File: src/rtl/lcd_cfah_ctrl_if.sv
// Host request/response and LCD pad signals for lcd_cfah_ctrl.
// The controller connects through the slave modport; the host/top level uses master.
interface lcd_cfah_ctrl_if;
    logic       i_start;
    logic       i_rs;
    logic       i_rnw;
    logic [7:0] i_wdata;
    logic       i_poll_bf;
    logic [7:0] o_rdata;
    logic       o_done;
    logic       o_busy;
    logic       o_timeout;
    logic       o_lcd_rs;
    logic       o_lcd_rw;
    logic       o_lcd_en;
    logic [7:0] o_lcd_data;
    logic       o_lcd_data_oe;
    logic [7:0] i_lcd_data;

    modport slave (
        input  i_start, i_rs, i_rnw, i_wdata, i_poll_bf, i_lcd_data,
        output o_rdata, o_done, o_busy, o_timeout,
        output o_lcd_rs, o_lcd_rw, o_lcd_en, o_lcd_data, o_lcd_data_oe
    );

    modport master (
        output i_start, i_rs, i_rnw, i_wdata, i_poll_bf, i_lcd_data,
        input  o_rdata, o_done, o_busy, o_timeout,
        input  o_lcd_rs, o_lcd_rw, o_lcd_en, o_lcd_data, o_lcd_data_oe
    );
endinterface

File: src/rtl/lcd_cfah_ctrl.sv
// Character-LCD bus access controller: one timed read/write cycle per start,
// optionally followed by busy-flag polling until clear or until the poll limit.
module lcd_cfah_ctrl #(
    parameter int unsigned G_T_SETUP  = 2,
    parameter int unsigned G_T_PULSE  = 12,
    parameter int unsigned G_T_HOLD   = 2,
    parameter int unsigned G_POLL_MAX = 255
) (
    input  logic              clk,
    input  logic              rst,
    lcd_cfah_ctrl_if.slave    bus
);

    localparam int unsigned PH_MAX =
        (G_T_SETUP > G_T_PULSE) ? ((G_T_SETUP > G_T_HOLD) ? G_T_SETUP : G_T_HOLD)
                                : ((G_T_PULSE > G_T_HOLD) ? G_T_PULSE : G_T_HOLD);
    // Phase counter runs 0..PH_MAX-1; poll counter runs 0..G_POLL_MAX.
    localparam int unsigned PH_W = (PH_MAX > 1) ? $clog2(PH_MAX) : 1;
    localparam int unsigned PC_W = (G_POLL_MAX > 1) ? $clog2(G_POLL_MAX + 1) : 1;

    typedef enum logic [2:0] {
        S_IDLE,
        S_SETUP,
        S_PULSE,
        S_HOLD,
        S_CHECK,
        S_DONE
    } state_t;

    state_t          state, state_nxt;
    logic [PH_W-1:0] ph_cnt;
    logic [PC_W-1:0] poll_cnt;
    logic            acc_rs, acc_rnw, acc_poll;
    logic [7:0]      acc_wdata;
    logic            in_poll;
    logic            bf_flag;
    logic [7:0]      rdata_q;
    logic            timeout_q;
    logic            ph_end, accept, set_timeout;
    logic            active, cur_rs, cur_rnw;

    always_comb begin
        ph_end      = 1'b0;
        accept      = 1'b0;
        set_timeout = 1'b0;
        state_nxt   = state;
        case (state)
            S_SETUP: ph_end = (ph_cnt == PH_W'(G_T_SETUP - 1));
            S_PULSE: ph_end = (ph_cnt == PH_W'(G_T_PULSE - 1));
            S_HOLD:  ph_end = (ph_cnt == PH_W'(G_T_HOLD - 1));
            default: ph_end = 1'b0;
        endcase
        case (state)
            S_IDLE: begin
                if (bus.i_start) begin
                    accept    = 1'b1;
                    state_nxt = S_SETUP;
                end
            end
            S_SETUP: if (ph_end) state_nxt = S_PULSE;
            S_PULSE: if (ph_end) state_nxt = S_HOLD;
            S_HOLD: begin
                if (ph_end) begin
                    if (in_poll)       state_nxt = S_CHECK;
                    else if (acc_poll) state_nxt = S_SETUP;
                    else               state_nxt = S_DONE;
                end
            end
            S_CHECK: begin
                if (!bf_flag) begin
                    state_nxt = S_DONE;
                end else if (poll_cnt == PC_W'(G_POLL_MAX)) begin
                    state_nxt   = S_DONE;
                    set_timeout = 1'b1;
                end else begin
                    state_nxt = S_SETUP;
                end
            end
            S_DONE:  state_nxt = S_IDLE;
            default: state_nxt = S_IDLE;
        endcase
    end

    always_ff @(posedge clk) begin
        if (rst) state <= S_IDLE;
        else     state <= state_nxt;
    end

    // Restarts on every state change, so HOLD->SETUP and CHECK->SETUP begin a fresh phase.
    always_ff @(posedge clk) begin
        if (rst || (state_nxt != state) || !active) ph_cnt <= '0;
        else                                        ph_cnt <= ph_cnt + 1'b1;
    end

    always_ff @(posedge clk) begin
        if (rst) begin
            acc_rs    <= 1'b0;
            acc_rnw   <= 1'b0;
            acc_poll  <= 1'b0;
            acc_wdata <= '0;
            in_poll   <= 1'b0;
            bf_flag   <= 1'b0;
            rdata_q   <= '0;
            timeout_q <= 1'b0;
            poll_cnt  <= '0;
        end else begin
            if (accept) begin
                acc_rs    <= bus.i_rs;
                acc_rnw   <= bus.i_rnw;
                acc_poll  <= bus.i_poll_bf;
                acc_wdata <= bus.i_wdata;
                in_poll   <= 1'b0;
                timeout_q <= 1'b0;
                poll_cnt  <= '0;
            end
            // Poll reads only feed the busy-flag check; o_rdata belongs to the main access.
            if (state == S_PULSE && ph_end) begin
                if (in_poll)      bf_flag <= bus.i_lcd_data[7];
                else if (acc_rnw) rdata_q <= bus.i_lcd_data;
            end
            if (state == S_HOLD && ph_end) begin
                if (in_poll) begin
                    if (poll_cnt != PC_W'(G_POLL_MAX)) poll_cnt <= poll_cnt + 1'b1;
                end else if (acc_poll) begin
                    in_poll <= 1'b1;
                end
            end
            if (set_timeout) timeout_q <= 1'b1;
        end
    end

    assign active  = (state == S_SETUP) || (state == S_PULSE) || (state == S_HOLD);
    assign cur_rs  = in_poll ? 1'b0 : acc_rs;
    assign cur_rnw = in_poll ? 1'b1 : acc_rnw;

    assign bus.o_lcd_rs      = active & cur_rs;
    assign bus.o_lcd_rw      = active & cur_rnw;
    assign bus.o_lcd_en      = (state == S_PULSE);
    assign bus.o_lcd_data_oe = active & ~cur_rnw;
    assign bus.o_lcd_data    = (active && !cur_rnw) ? acc_wdata : '0;
    assign bus.o_busy        = (state != S_IDLE);
    assign bus.o_done        = (state == S_DONE);
    assign bus.o_rdata       = rdata_q;
    assign bus.o_timeout     = timeout_q;

endmodule
File: src/flat_wrapper.sv
// flat-port wrapper written by rule: the top's interface ports become plain ports
module lcd_cfah_ctrl_flat 
#(
    parameter int unsigned G_T_SETUP  = 2,
    parameter int unsigned G_T_PULSE  = 12,
    parameter int unsigned G_T_HOLD   = 2,
    parameter int unsigned G_POLL_MAX = 255
)
  (clk, rst, bus_i_start, bus_i_rs, bus_i_rnw, bus_i_wdata, bus_i_poll_bf, bus_i_lcd_data, bus_o_rdata, bus_o_done, bus_o_busy, bus_o_timeout, bus_o_lcd_rs, bus_o_lcd_rw, bus_o_lcd_en, bus_o_lcd_data, bus_o_lcd_data_oe);
  lcd_cfah_ctrl_if bus_i ();
  input  logic clk;
  input  logic rst;
  input wire logic [$bits(bus_i.i_start)-1:0] bus_i_start;
  input wire logic [$bits(bus_i.i_rs)-1:0] bus_i_rs;
  input wire logic [$bits(bus_i.i_rnw)-1:0] bus_i_rnw;
  input wire logic [$bits(bus_i.i_wdata)-1:0] bus_i_wdata;
  input wire logic [$bits(bus_i.i_poll_bf)-1:0] bus_i_poll_bf;
  input wire logic [$bits(bus_i.i_lcd_data)-1:0] bus_i_lcd_data;
  output wire logic [$bits(bus_i.o_rdata)-1:0] bus_o_rdata;
  output wire logic [$bits(bus_i.o_done)-1:0] bus_o_done;
  output wire logic [$bits(bus_i.o_busy)-1:0] bus_o_busy;
  output wire logic [$bits(bus_i.o_timeout)-1:0] bus_o_timeout;
  output wire logic [$bits(bus_i.o_lcd_rs)-1:0] bus_o_lcd_rs;
  output wire logic [$bits(bus_i.o_lcd_rw)-1:0] bus_o_lcd_rw;
  output wire logic [$bits(bus_i.o_lcd_en)-1:0] bus_o_lcd_en;
  output wire logic [$bits(bus_i.o_lcd_data)-1:0] bus_o_lcd_data;
  output wire logic [$bits(bus_i.o_lcd_data_oe)-1:0] bus_o_lcd_data_oe;
  assign bus_i.i_start = bus_i_start;
  assign bus_i.i_rs = bus_i_rs;
  assign bus_i.i_rnw = bus_i_rnw;
  assign bus_i.i_wdata = bus_i_wdata;
  assign bus_i.i_poll_bf = bus_i_poll_bf;
  assign bus_i.i_lcd_data = bus_i_lcd_data;
  assign bus_o_rdata = bus_i.o_rdata;
  assign bus_o_done = bus_i.o_done;
  assign bus_o_busy = bus_i.o_busy;
  assign bus_o_timeout = bus_i.o_timeout;
  assign bus_o_lcd_rs = bus_i.o_lcd_rs;
  assign bus_o_lcd_rw = bus_i.o_lcd_rw;
  assign bus_o_lcd_en = bus_i.o_lcd_en;
  assign bus_o_lcd_data = bus_i.o_lcd_data;
  assign bus_o_lcd_data_oe = bus_i.o_lcd_data_oe;
  lcd_cfah_ctrl #(.G_T_SETUP(G_T_SETUP), .G_T_PULSE(G_T_PULSE), .G_T_HOLD(G_T_HOLD), .G_POLL_MAX(G_POLL_MAX)) u_core (.clk(clk), .rst(rst), .bus(bus_i));
endmodule
File: config.mk
export PLATFORM = sky130hd
export DESIGN_NAME = lcd_cfah_ctrl_flat
export DESIGN_NICKNAME = d
export VERILOG_FILES = /design/src/rtl/lcd_cfah_ctrl_if.sv /design/src/rtl/lcd_cfah_ctrl.sv /design/src/flat_wrapper.sv
export SDC_FILE = /design/constraint.sdc
export NUM_CORES = 1
export LEC_CHECK = 0
export CORE_AREA = 2 2 57 81
export CTS_CLUSTER_SIZE = 24
export DETAILED_ROUTE_END_ITERATION = 6
export DIE_AREA = 0 0 59 83
export GPL_ROUTABILITY_DRIVEN = 0
export GPL_TIMING_DRIVEN = 0
export PLACE_DENSITY_LB_ADDON = 0.1
export SETUP_SLACK_MARGIN = 0.4
export SYNTH_ARGS = -nofsm -noshare
export SYNTH_HDL_FRONTEND = slang
export SYNTH_SLANG_ARGS = --single-unit
File: constraint.sdc
create_clock -name clk -period 2 [get_ports clk]
set_clock_uncertainty 0.15 [all_clocks]
set_input_delay 0.6 -clock clk [delete_from_list [all_inputs] [get_ports clk]]
set_output_delay 0.6 -clock clk [all_outputs]
set_load 0.02 [all_outputs]
==> results_dict.tcl <==
set metrics [dict create \
    clock_sinks 37 \
    synthArstFlopShare 0 \
    hold_slack_ns 0.304 \
    clockBufferDepth 2 \
    finalHoldViolCount 0 \
    path_delay_family "simple AND/OR/NAND/NOR gates" \
    grt_max_degree 12 \
    min_period_ns 2.35 \
    tightest_slew_ns 0.508 \
    crit_path_end_kind "output port" \
    cp.required_ns 1.25 \
    setup_tns_ns -3.87 \
    leakage_nw 1.07 \
    final_nets 317 \
    crit_type "reg -> out" \
    syn_nets 237 \
    startpoint "u_core.state[0]$_SDFF_PP0_" \
    status "complete, but fails checks" \
    rrSetupSlack_ns 0.12 \
    nFillCells 347 \
    grt_pass1_wl_um 7670 \
    hpwl_um 2850 \
    routed_via_density 5.30 \
    grt-ovfl-total 0 \
    grt_pass1_vias 1669 \
    grt_use_total 0.200 \
    die-area_mm2 0.00490 \
    synth_seq_cells 37 \
    cpMostUsedCell "buf_6" \
    root_buffer "clkbuf_8" \
    setup_viol 13 \
    antenna_found_initial 0 \
    crit_buf_inv 3 \
    drt_iter0_markers 68 \
    netlist_area_mm2 0.00175 \
    cp_slowest_stage_delay_ns 0.34 \
    drcViolationCount 0 \
    hp-class "reg -> reg" \
    r2r-start "u_core.state[1]$_SDFF_PP0_" \
    ys.flop_type "dfxtp_1" \
    cts_tree "yes" \
    rr_worst_depth 7 \
    drive_gt1_frac 0.388 \
    grt_setup_unrepaired "yes" \
    placementRows 28 \
    most-common-layout-cells "nand2_1 (32), dfxtp_1 (29), buf_6 (22), buf_4 (21)" \
    slew_violations 0 \
    ys_top_cells_by_area "dfxtp_1 (42%), nand2_1 (7.1%), mux2i_1 (6.3%)" \
    hold_buffers 0 \
    dieHeight_um 83 \
    max_slew_margin 0.661 \
    final-seq-area_um2 761 \
    dr_total_vias 1798 \
    core_mm2 0.00413 \
    synth_edf_count 0 \
    post-route-worst-setup-slack_ns -0.351 \
    min-delay-start "u_core.bus.o_timeout$_SDFFE_PP0P_" \
    yosysTopAreaCellShare 0.424 \
    final_common_cell "nand2_1" \
    violations "setup timing" \
    yosysSeqAreaShare 0.424 \
    wl_um 4830 \
    cellPowerDensity_mw_per_mm2 566 \
    final_cells 339 \
    io_pins 45 \
    ant_nets 0 \
    endpoint "bus_o_lcd_data[3]" \
    utilization 0.686 \
    dpl.cell_count 301 \
    avgSynthCellArea_um2 8.19 \
    dr.pass1.iters 4 \
    ir_worst_vdd_uv 391 \
    slowest_stage "dfxtp_2" \
    drt-wirelength-per-cell_um 14.3 \
    clock_latency_ns 0.29 \
    total_power_mw 1.61 \
    crit_cells 7 \
    synth_largest_area_cell "dfxtp_1" \
    syn_to_final_growth_pct 62.4 \
    ys_types 35 \
    drv_cap 0 \
    cp-start-kind "flop" \
    multiInputGateArea_mm2 0.00113 \
    fmax_mhz 425 \
    clk_pin_slew_ns 0.07 \
    start_util 0.422 \
    die_w_um 59 \
    h-tree-depth 2 \
    r2r_end "u_core.poll_cnt[3]$_SDFF_PP0_" \
    antenna_cells_inserted 0 \
    synth_cells 213 \
    crit_arrival_ns 1.60 \
    crit_chain "buf_6, nor2_4, or2_4, nor3_4, buf_6, and2_4, buf_6" \
    yosysWarnings 0 \
    port_buffers 43 \
    cts_buffers 5 \
    period_share 1.18 \
    path_max_fanout 5 \
]
-- what timing repair did --
action                     in CTS  in global routing
pin swaps                      14                  8
cloned                          1                  0
buffers inserted               22                  7
setup endpoints to repair      52                 49
gates resized for setup       149                 17
-- kinds of logic (layout without fill, tap and decap cells) --
family / after synthesis / after routing / share of synthesized area
AND/OR/NAND/NOR: 104 / 104 / 0.308
AO/OA/AOI/OAI: 39 / 39 / 0.138
flip-flops: 37 / 37 / 0.424
buffers and inverters: 17 / 98 / 0.0380
multiplexers: 11 / 11 / 0.0631
XOR/XNOR: 3 / 3 / 0.0151
adder cells (fa/ha/maj): 2 / 2 / 0.0143
-- per-layer routing --
metal,global-route usage,wire length [µm]
met5,0,0
met4,0.0847,89
met3,0.0452,253
met2,0.332,2480
met1,0.241,2010
-- cell usage after synthesis (2+ instances only) --
library cell and n:
buf_2 2, xnor2_1 2, nor3_1 5, nor2b_1 2, nand2_1 33, a31oi_1 2
and2_1 10, mux2i_1 11, a21oi_1 20, or2_2 3, nand3_1 7, or3_1 6
nor3b_1 2, nand4_1 5, inv_1 6, clkbuf_1 8, o211ai_1 6, nor2_1 23
o21ai_0 3, nand2b_1 4, dfxtp_1 37, ha_1 2, o32ai_1 2
-- area by class of cell --
| type | instances | area share |
|---|---|---|
| clock inverter | 1 | 0.00177 |
| buffer | 11 | 0.0327 |
| sequential | 37 | 0.268 |
| clock buffer | 7 | 0.0340 |
| tap | 45 | 0.0199 |
| multi-input combinational | 159 | 0.399 |
| inverter | 6 | 0.00883 |
| timing repair buffer | 73 | 0.236 |
-- per-stage QoR --
step | setup WS (ns) | cell area, µm²
final | -0.351 | 2840
after global routing | -0.434 | 2840
after CTS | -0.352 | 2710
after detailed placement | -0.703 | 2350
after global placement | -0.713 | 2350
after floorplan | -0.175 | 1860
-- registers in the layout (all words and copies together) (netlist names) --
signal	count
u_core.acc_wdata	8
u_core.bus.o_rdata	8
u_core.poll_cnt	8
u_core.ph_cnt	4
u_core.state	3
u_core.acc_poll	1
u_core.acc_rnw	1
u_core.acc_rs	1
u_core.bf_flag	1
u_core.bus.o_timeout	1
u_core.in_poll	1
-- report_power, final --
group	switching [mW]	total, mW	internal [mW]
registers	0.0143	0.766	0.751
logic	0.127	0.271	0.144
clock network	0.257	0.568	0.311
total	0.399	1.61	1.21
-- worst min path at each step --
stage,to,slack (ns),cells past startpoint
6_report,u_core.bus.o_timeout$_SDFFE_PP0P_,0.30,2
4_1_cts,u_core.bus.o_timeout$_SDFFE_PP0P_,0.30,2
2_1_floorplan,u_core.acc_rs$_SDFFE_PP0P_,0.28,2
3_3_place_gp,u_core.bus.o_timeout$_SDFFE_PP0P_,0.29,2
3_5_place_dp,u_core.bus.o_timeout$_SDFFE_PP0P_,0.29,2
5_1_grt,u_core.acc_wdata[1]$_SDFFE_PP0P_,0.32,2
-- worst register-to-register path: cells and delay by family (launching register included) --
family | cells | cell delay, ns
buffers and inverters | 3 | 0.42
AO/OA/AOI/OAI | 2 | 0.27
flip-flops | 1 | 0.40
AND/OR/NAND/NOR | 2 | 0.53
Power figures use the tool's default switching activity.
